[src/rtl/rr_arbiter_4_pkg.sv]
// Shared types and constants for the four-way round-robin arbiter.
// Holds the FSM state encoding and the rotated-index helper used by the picker.
package arb_pkg;

   localparam int unsigned ARB_N     = 4;
   localparam int unsigned ARB_IDX_W = 2;

   typedef enum logic {
      IDLE = 1'b0,
      BUSY = 1'b1
   } arb_state_t;

   // Index 'off' positions after 'base', wrapping modulo ARB_N.
   function automatic logic [ARB_IDX_W-1:0] idx_add(
      input logic [ARB_IDX_W-1:0] base,
      input int unsigned          off
   );
      logic [ARB_IDX_W-1:0] w_off;
      w_off   = ARB_IDX_W'(off);
      idx_add = base + w_off;
   endfunction

endpackage

[src/rtl/rr_arbiter_4_pick4.sv]
// Combinational rotated-priority search: first set request after 'last',
// scanning last+1 .. last+4 with wrap-around.
module rr_pick4
   import arb_pkg::*;
(
   input  logic [ARB_N-1:0]     req,
   input  logic [ARB_IDX_W-1:0] last,
   output logic [ARB_IDX_W-1:0] win_idx,
   output logic                 any
);

   logic [ARB_IDX_W-1:0] w_cand;

   always_comb begin
      win_idx = '0;
      any     = 1'b0;
      w_cand  = '0;
      for (int unsigned k = 1; k <= ARB_N; k++) begin
         w_cand = idx_add(last, k);
         if (!any && req[w_cand]) begin
            win_idx = w_cand;
            any     = 1'b1;
         end
      end
   end

endmodule

[src/rtl/rr_arbiter_4.sv]
// Four-requester round-robin arbiter with grant hold, done release and hold
// timeout. All outputs are registered; one IDLE cycle separates grants.
module rr_arbiter_4
   import arb_pkg::*;
#(
   parameter int unsigned MAX_HOLD = 15
) (
   input  logic                 clk,
   input  logic                 rst,
   input  logic [ARB_N-1:0]     req,
   input  logic                 done,
   output logic [ARB_IDX_W-1:0] grant_idx,
   output logic                 grant_valid,
   output logic                 timeout
);

   localparam logic [3:0] HOLD_LIMIT = 4'(MAX_HOLD - 1);

   arb_state_t           r_state;
   logic [ARB_IDX_W-1:0] r_last;
   logic [3:0]           r_hold_cnt;
   logic [ARB_IDX_W-1:0] r_grant_idx;
   logic                 r_grant_valid;
   logic                 r_timeout;

   logic [ARB_IDX_W-1:0] w_win_idx;
   logic                 w_any;
   logic                 w_holder_req;
   logic                 w_limit;
   logic                 w_release;

   rr_pick4 u_pick (
      .req     (req),
      .last    (r_last),
      .win_idx (w_win_idx),
      .any     (w_any)
   );

   // timeout is flagged only when the hold limit is the sole release cause
   assign w_holder_req = req[r_grant_idx];
   assign w_limit      = (r_hold_cnt == HOLD_LIMIT);
   assign w_release    = done | ~w_holder_req | w_limit;

   always_ff @(posedge clk) begin
      if (rst) begin
         r_state       <= IDLE;
         r_last        <= 2'd3;
         r_hold_cnt    <= '0;
         r_grant_idx   <= '0;
         r_grant_valid <= 1'b0;
         r_timeout     <= 1'b0;
      end else begin
         case (r_state)
            IDLE: begin
               r_timeout <= 1'b0;
               if (w_any) begin
                  r_grant_idx   <= w_win_idx;
                  r_grant_valid <= 1'b1;
                  r_hold_cnt    <= '0;
                  r_state       <= BUSY;
               end
            end
            BUSY: begin
               if (w_release) begin
                  r_state       <= IDLE;
                  r_grant_valid <= 1'b0;
                  r_last        <= r_grant_idx;
                  r_hold_cnt    <= '0;
                  r_timeout     <= w_limit & ~done & w_holder_req;
               end else begin
                  r_hold_cnt <= r_hold_cnt + 4'd1;
                  r_timeout  <= 1'b0;
               end
            end
            default: begin
               r_state <= IDLE;
            end
         endcase
      end
   end

   assign grant_idx   = r_grant_idx;
   assign grant_valid = r_grant_valid;
   assign timeout     = r_timeout;

endmodule
[config.mk]
export PLATFORM = sky130hd
export DESIGN_NAME = rr_arbiter_4
export DESIGN_NICKNAME = d
export VERILOG_FILES = /design/src/rtl/rr_arbiter_4_pkg.sv /design/src/rtl/rr_arbiter_4_pick4.sv /design/src/rtl/rr_arbiter_4.sv
export SDC_FILE = /design/constraint.sdc
export NUM_CORES = 1
export LEC_CHECK = 0
export CORE_AREA = 2 2 39 41
export CTS_CLUSTER_DIAMETER = 50
export DETAILED_ROUTE_END_ITERATION = 16
export DIE_AREA = 0 0 41 43
export GPL_TIMING_DRIVEN = 0
export PLACE_DENSITY = 0.75
export SLEW_MARGIN = 20
export SYNTH_ARGS = -nofsm -noshare
export SYNTH_HDL_FRONTEND = slang
export SYNTH_HIERARCHICAL = 1
export SYNTH_SLANG_ARGS = --single-unit
[constraint.sdc]
create_clock -name clk -period 2.3 [get_ports clk]
set_input_delay 0.23 -clock clk [delete_from_list [all_inputs] [get_ports clk]]
set_output_delay 0.23 -clock clk [all_outputs]
set_load 0.05 [all_outputs]
==> flow_summary_export.csv, run 1 <==
group,metric,value,unit
outcome,status,"finished clean",
global_routing,grt_pass1_wl,1.84,mm
flow_run,maxCapViolations,0,
sta,drv_slew,0,
die,rows,14,
power,vdd_drop_max,413,µV
detailed_routing,ant_nets,0,
die,die_area,1760,µm²
global_routing,antenna_found_initial,0,
sta,rsz0062_at_grt,"no",
cells_and_area,diodes,0,
power,leakage,0.312,nW
global_routing,grt_max_degree,8,
critical_path,reg2reg_depth,4,
detailed_routing,drc_errors,0,
critical_path,slowest_delay,0.84,ns
place,hpwlAfterDp,895,µm
detailed_routing,first_iter_violations,1,
sta,period_share,77.2,%
sta,max-slew-margin-rel,67.3,%
logic_synthesis,synth_fp_nets,81,
detailed_routing,via_per_inst,5.24,
critical_path,crit_chain,"clkdlybuf4s50_1",
worst_hold_path,min_path_type,"reg -> reg",
sta,worstMarginPinSlew,0.489,ns
power,power.density,613,nW/µm²
critical_path,r2r_slack,0.89,ns
critical_path,worstPathMaxFanout,5,
place,port_buffers,10,
clock_network,cts_tree,"yes",
power,power_frac_comb,24.7,%
logic_synthesis,ys_ff_latch,11,
critical_path,reg2reg_to,"r_last[1]",
critical_path,worstSetupPathType,"reg -> out",
detailed_routing,dr_total_vias,534,
critical_path,timing.rr.start,"grant_idx[1]",
sta,whs,0.465,ns
die,ios,11,
worst_hold_path,hold_start,"r_hold_cnt[3]",
global_routing,grt_pass1_vias,478,
power,power.clock.fraction,27.9,%
detailed_routing,drt-wirelength-per-cell,11.4,µm
logic_synthesis,synthCells,72,
sta,final.min_clock_period,1.78,ns
clock_network,cts_resized,0,
sta,setup-violations-final,0,
die,fp.dieW,41,µm
clock_network,cts_sinks,11,
cells_and_area,syn2layout_area_growth,23.9,%
global_routing,grt_overflow,0,
worst_hold_path,hold_end,"r_hold_cnt[3]",
critical_path,cp_slowest_cell,"clkdlybuf4s50_1",
worst_hold_path,min_path_cells,2,
critical_path,critPathArrivalTime,1.55,ns
place,gp_congestion,0.669,
cells_and_area,nNetsFinal,96,
clock_network,insertion_delay,0.27,ns
power,internal_power,0.000324,W
global_routing,grt.total_usage,15.6,%
logic_synthesis,synth_cell_type_count,27,
critical_path,worst-path-stages,1,
clock_network,cts_max_level,1,
clock_network,cts.path.max_buffers,2,
critical_path,crit_family,"buffers and inverters",
logic_synthesis,yosysWarnings,6,
power,swShare,30.5,%
critical_path,worstSetupEndpointType,"primary output",
sta,max_freq,563,MHz
clock_network,path_clk_slew,0.06,ns
logic_synthesis,synth.avg_cell_area,8.52,µm²
sta,fin_skew,0.00166,ns
clock_network,holdBufCountCts,0,
cells_and_area,layout-drive-gt1-share,10.5,%
die,core_region_area,1380,µm²
logic_synthesis,netlist_area,613,µm²
die,start_util,44.3,%
logic_synthesis,yosysSeqAreaShare,35.9,%
critical_path,cp.required,2.07,ns
clock_network,cts_setup_buffers,0,
detailed_routing,drt_pass1_iterations,4,
critical_path,critPathBufInv,1,
clock_network,cts_root_buf,"clkbuf_4",
clock_network,cts_inserted_buffers,3,
sta,finalHoldViolCount,0,
sta,fin_setup_tns,0,ns
power,p_sw,0.000142,W
detailed_routing,routed_wl,1.16,mm
power,seq_power_share,47.5,%
die,die_h,43,µm
critical_path,crit_path_start_kind,"flop",
[cells in the mapped netlist]
cell type  number  area share, %
dfxtp_1        11             36
nand2_1         8            4.9
nor2_1          7            4.3
inv_1           6            3.7
mux2i_1         5            8.2
nand2b_1        5            5.1
nor2b_1         3            3.1
o21ai_1         3            2.4
a21oi_1         2            1.6
ha_1            2            4.1
nand3_1         2            1.6
o21ai_0         2            1.6
o221ai_1        2            2.9
a21boi_2        1            1.8
a21oi_2         1            1.4
a31oi_1         1            1.0
a32oi_1         1            1.4
and2_1          1            1.0
and2b_1         1            1.2
and3_1          1            1.0
nand3_2         1            1.6
nor3_1          1           0.82
nor3b_1         1            1.2
o211ai_1        1            1.2
o221ai_2        1            2.4
o22ai_4         1            3.3
or2_2           1            1.0
[power groups by stage]
stage	Clock [W]	Combinational, W	Sequential (W)
final	0.000130	0.000115	0.000221
after CTS	0.000135	0.000116	0.000221
after floorplan	0	0.0000594	0.000243
after global placement	0	0.000114	0.000225
after global routing	0.000140	0.000126	0.000224
after detailed placement	0	0.000116	0.000226
[worst reg2reg max path: cells and delay by family (launching register included)]
family | cells | cell delay (ns)
multiplexers | 1 | 0.37
AO/OA/AOI/OAI | 3 | 0.48
flip-flops | 1 | 0.43
[per-layer routing]
metal  wire [µm]  global-route usage (%)  part of all wire [%]
met1         500                    17.4                    43
met3          73                    3.14                   6.3
met4          40                    12.0                   3.5
met5           0                       0                     0
met2         545                    24.1                    47
[sequential cells by signal, indices dropped and copies added, names as in the netlist]
name and count:
r_last 2, timeout 1, r_hold_cnt 4, r_state 1
grant_valid 1, grant_idx 2
[through the flow]
step | instances | area (µm²) | total power (W) | util (%) | worst slack, ns
after CTS | 102 | 759 | 0.000473 | 54.9 | 0.512
after detailed placement | 98 | 733 | 0.000342 | 53.0 | 0.622
after global placement | 98 | 733 | 0.000340 | 53.0 | 0.613
after floorplan | 72 | 613 | 0.000302 | - | 0.682
after global routing | 102 | 759 | 0.000490 | 54.9 | 0.470
final | 102 | 759 | 0.000466 | 54.9 | 0.525
[final cells by class]
type                            instances  area [µm²]
Sequential cell                        11         220
Multi-Input combinational cell         55         370
Inverter                                6        22.5
Tap cell                               16        20.0
Fill cell                             143         624
Timing Repair Buffer                   10         100
Clock buffer                            4        26.3
[layout by cell type (no fill, tap or decap), types with 2 or more instances in the layout]
cell / instances
mux2i_1: 5
o221ai_1: 2
clkbuf_4: 3
o21ai_1: 3
inv_1: 6
nand3_1: 2
ha_1: 2
o21ai_0: 2
nor2_1: 7
dfxtp_1: 11
a21oi_1: 2
nand2_1: 8
nor2b_1: 3
clkdlybuf4s50_1: 10
nand2b_1: 5
[kinds of logic after synthesis]
kind of cell	share of synthesized area (%)
AOI/OAI and AO/OA	21.2
DFF	35.9
muxes	8.16
buffers and inverters	3.67
adders and majority gates	4.08
and+or+nand+nor	26.9
[how the worst max path moves through the flow]
stage                   end  slack (ns)          from
2_1_floorplan     r_last[1]        0.68  grant_idx[1]
3_3_place_gp   grant_idx[1]        0.61        req[1]
3_5_place_dp      r_last[1]        0.62        req[3]
4_1_cts        grant_idx[1]        0.51  grant_idx[1]
5_1_grt        grant_idx[1]        0.47  grant_idx[1]
6_report       grant_idx[1]        0.52  grant_idx[1]
No activity file was read; power rests on OpenSTA's default activity.
==> run 2, diff against run 1 <==
==> constraint.sdc (replaced) <==
create_clock -name clk -period 1.64 [get_ports clk]
set_input_delay 0.164 -clock clk [delete_from_list [all_inputs] [get_ports clk]]
set_output_delay 0.164 -clock clk [all_outputs]
set_load 0.05 [all_outputs]
==> flow_summary_export.csv, run 2 (same netlist as run 1, synthesis figures left out) <==
group,metric,value,unit
outcome,status,"finished clean",
cells_and_area,design_area,757,µm²
clock_network,cts_setup_buffers,0,
die,rows,14,
detailed_routing,drt_pass1_iterations,4,
cells_and_area,final_cells,102,
detailed_routing,dr_total_vias,534,
cells_and_area,largest_reg_flops,4,
die,fp.dieW,41,µm
critical_path,reg2reg_depth,4,
cells_and_area,layout-drive-gt1-share,10.5,%
power,leakage,0.320,nW
detailed_routing,ant_nets,0,
global_routing,grt_pass1_wl,1.84,mm
die,start_util,44.3,%
clock_network,cts_inserted_buffers,3,
clock_network,cts_max_level,1,
critical_path,worstPathMaxFanout,2,
place,port_buffers,10,
global_routing,grt_overflow,0,
sta,final.min_clock_period,1.55,ns
power,power.density,858,nW/µm²
sta,fin_setup_tns,0,ns
sta,finalHoldViolCount,0,
clock_network,cts.path.max_buffers,2,
detailed_routing,drt-wirelength-per-cell,11.4,µm
sta,drv_slew,0,
sta,worstMarginPinSlew,0.489,ns
clock_network,cts_sinks,11,
clock_network,path_clk_slew,0.06,ns
critical_path,crit_chain,"clkdlybuf4s50_1",
die,core_region_area,1380,µm²
critical_path,cp.required,1.48,ns
sta,max-slew-margin-rel,67.3,%
detailed_routing,first_iter_violations,1,
sta,period_share,94.7,%
clock_network,cts_root_buf,"clkbuf_4",
cells_and_area,fillers,141,
cells_and_area,layout_commonest_cell,"dfxtp_1",
critical_path,timing.rr.start,"grant_idx[1]",
place,hpwlAfterDp,895,µm
global_routing,grt_max_degree,8,
cells_and_area,diodes,0,
critical_path,worstSetupEndpointType,"primary output",
cells_and_area,multi_input_area,370,µm²
cells_and_area,nNetsFinal,96,
cells_and_area,top_register,"r_hold_cnt",
critical_path,reg2reg_to,"r_last[1]",
die,die_h,43,µm
critical_path,cp_slowest_cell,"clkdlybuf4s50_1",
worst_hold_path,min_path_type,"reg -> reg",
place,gp_congestion,0.669,
sta,rsz0062_at_grt,"no",
die,die_area,1760,µm²
critical_path,critPathBufInv,1,
clock_network,insertion_delay,0.27,ns
detailed_routing,drc_errors,0,
global_routing,grt_pass1_vias,478,
critical_path,worstSetupPathType,"reg -> out",
sta,max_freq,644,MHz
cells_and_area,mostFrequentLayoutCells,"11 x dfxtp_1, 8 x nand2_1, 8 x clkdlybuf4s50_1",
critical_path,slowest_delay,0.79,ns
critical_path,critPathArrivalTime,1.39,ns
place,dp_cells,98,
flow_run,maxCapViolations,0,
power,vdd_drop_max,576,µV
worst_hold_path,min_path_cells,2,
clock_network,holdBufCountCts,0,
critical_path,crit_path_start_kind,"flop",
global_routing,antenna_found_initial,0,
place,placed_cell_area,733,µm²
worst_hold_path,hold_end,"r_hold_cnt[3]",
cells_and_area,syn2layout_area_growth,23.5,%
clock_network,cts_resized,2,
die,ios,11,
worst_hold_path,hold_start,"r_hold_cnt[3]",
detailed_routing,routed_wl,1.16,mm
sta,fin_skew,0.00166,ns
cells_and_area,seqCellArea,220,µm²
sta,setup-violations-final,0,
critical_path,r2r_slack,0.23,ns
detailed_routing,via_per_inst,5.24,
critical_path,crit_family,"buffers and inverters",
global_routing,grt.total_usage,15.6,%
clock_network,cts_tree,"yes",
critical_path,worst-path-stages,1,
## run 2: worst max path at each step
stage	start	end	slack (ns)
CTS	grant_valid	grant_valid	0.08
detailed placement	req[3]	r_last[1]	0.03
floorplan	grant_idx[1]	r_last[1]	0.02
finish	grant_valid	grant_valid	0.09
global route	grant_valid	grant_valid	0.05
global placement	req[1]	grant_idx[1]	0.02
## run 2: area by class of cell
cell class | count | share of cell area [%]
Tap cell | 16 | 2.64
Clock buffer | 4 | 3.47
Timing Repair Buffer | 10 | 12.9
Sequential cell | 11 | 29.1
Multi-Input combinational cell | 55 | 48.9
Inverter | 6 | 2.98
## run 2: where the power goes
part           internal, W  leakage [nW]  switching, W
Combinational    0.0000695         0.215     0.0000881
Sequential        0.000286        0.0901     0.0000235
Clock            0.0000944        0.0150     0.0000877
Total             0.000450         0.320      0.000199
## run 2: per-stage QoR
stage               hold WS, ns  utilization, %  setup slack (ns)  total power (W)
floorplan                 0.236               -            0.0217         0.000424
global placement          0.453            53.0            0.0194         0.000476
detailed placement        0.459            53.0            0.0276         0.000479
CTS                       0.467            54.7            0.0753         0.000659
global route              0.499            54.7            0.0533         0.000683
finish                    0.465            54.7            0.0861         0.000649
## run 2: metal layers
layer / track usage [%] / vias to the layer above / part of all wire (%)
li1: - / 279 / -
met1: 17.4 / 237 / 43
met2: 24.1 / 13 / 47
met3: 3.14 / 5 / 6.4
met4: 12.0 / 0 / 3.4
met5: 0 / - / 0
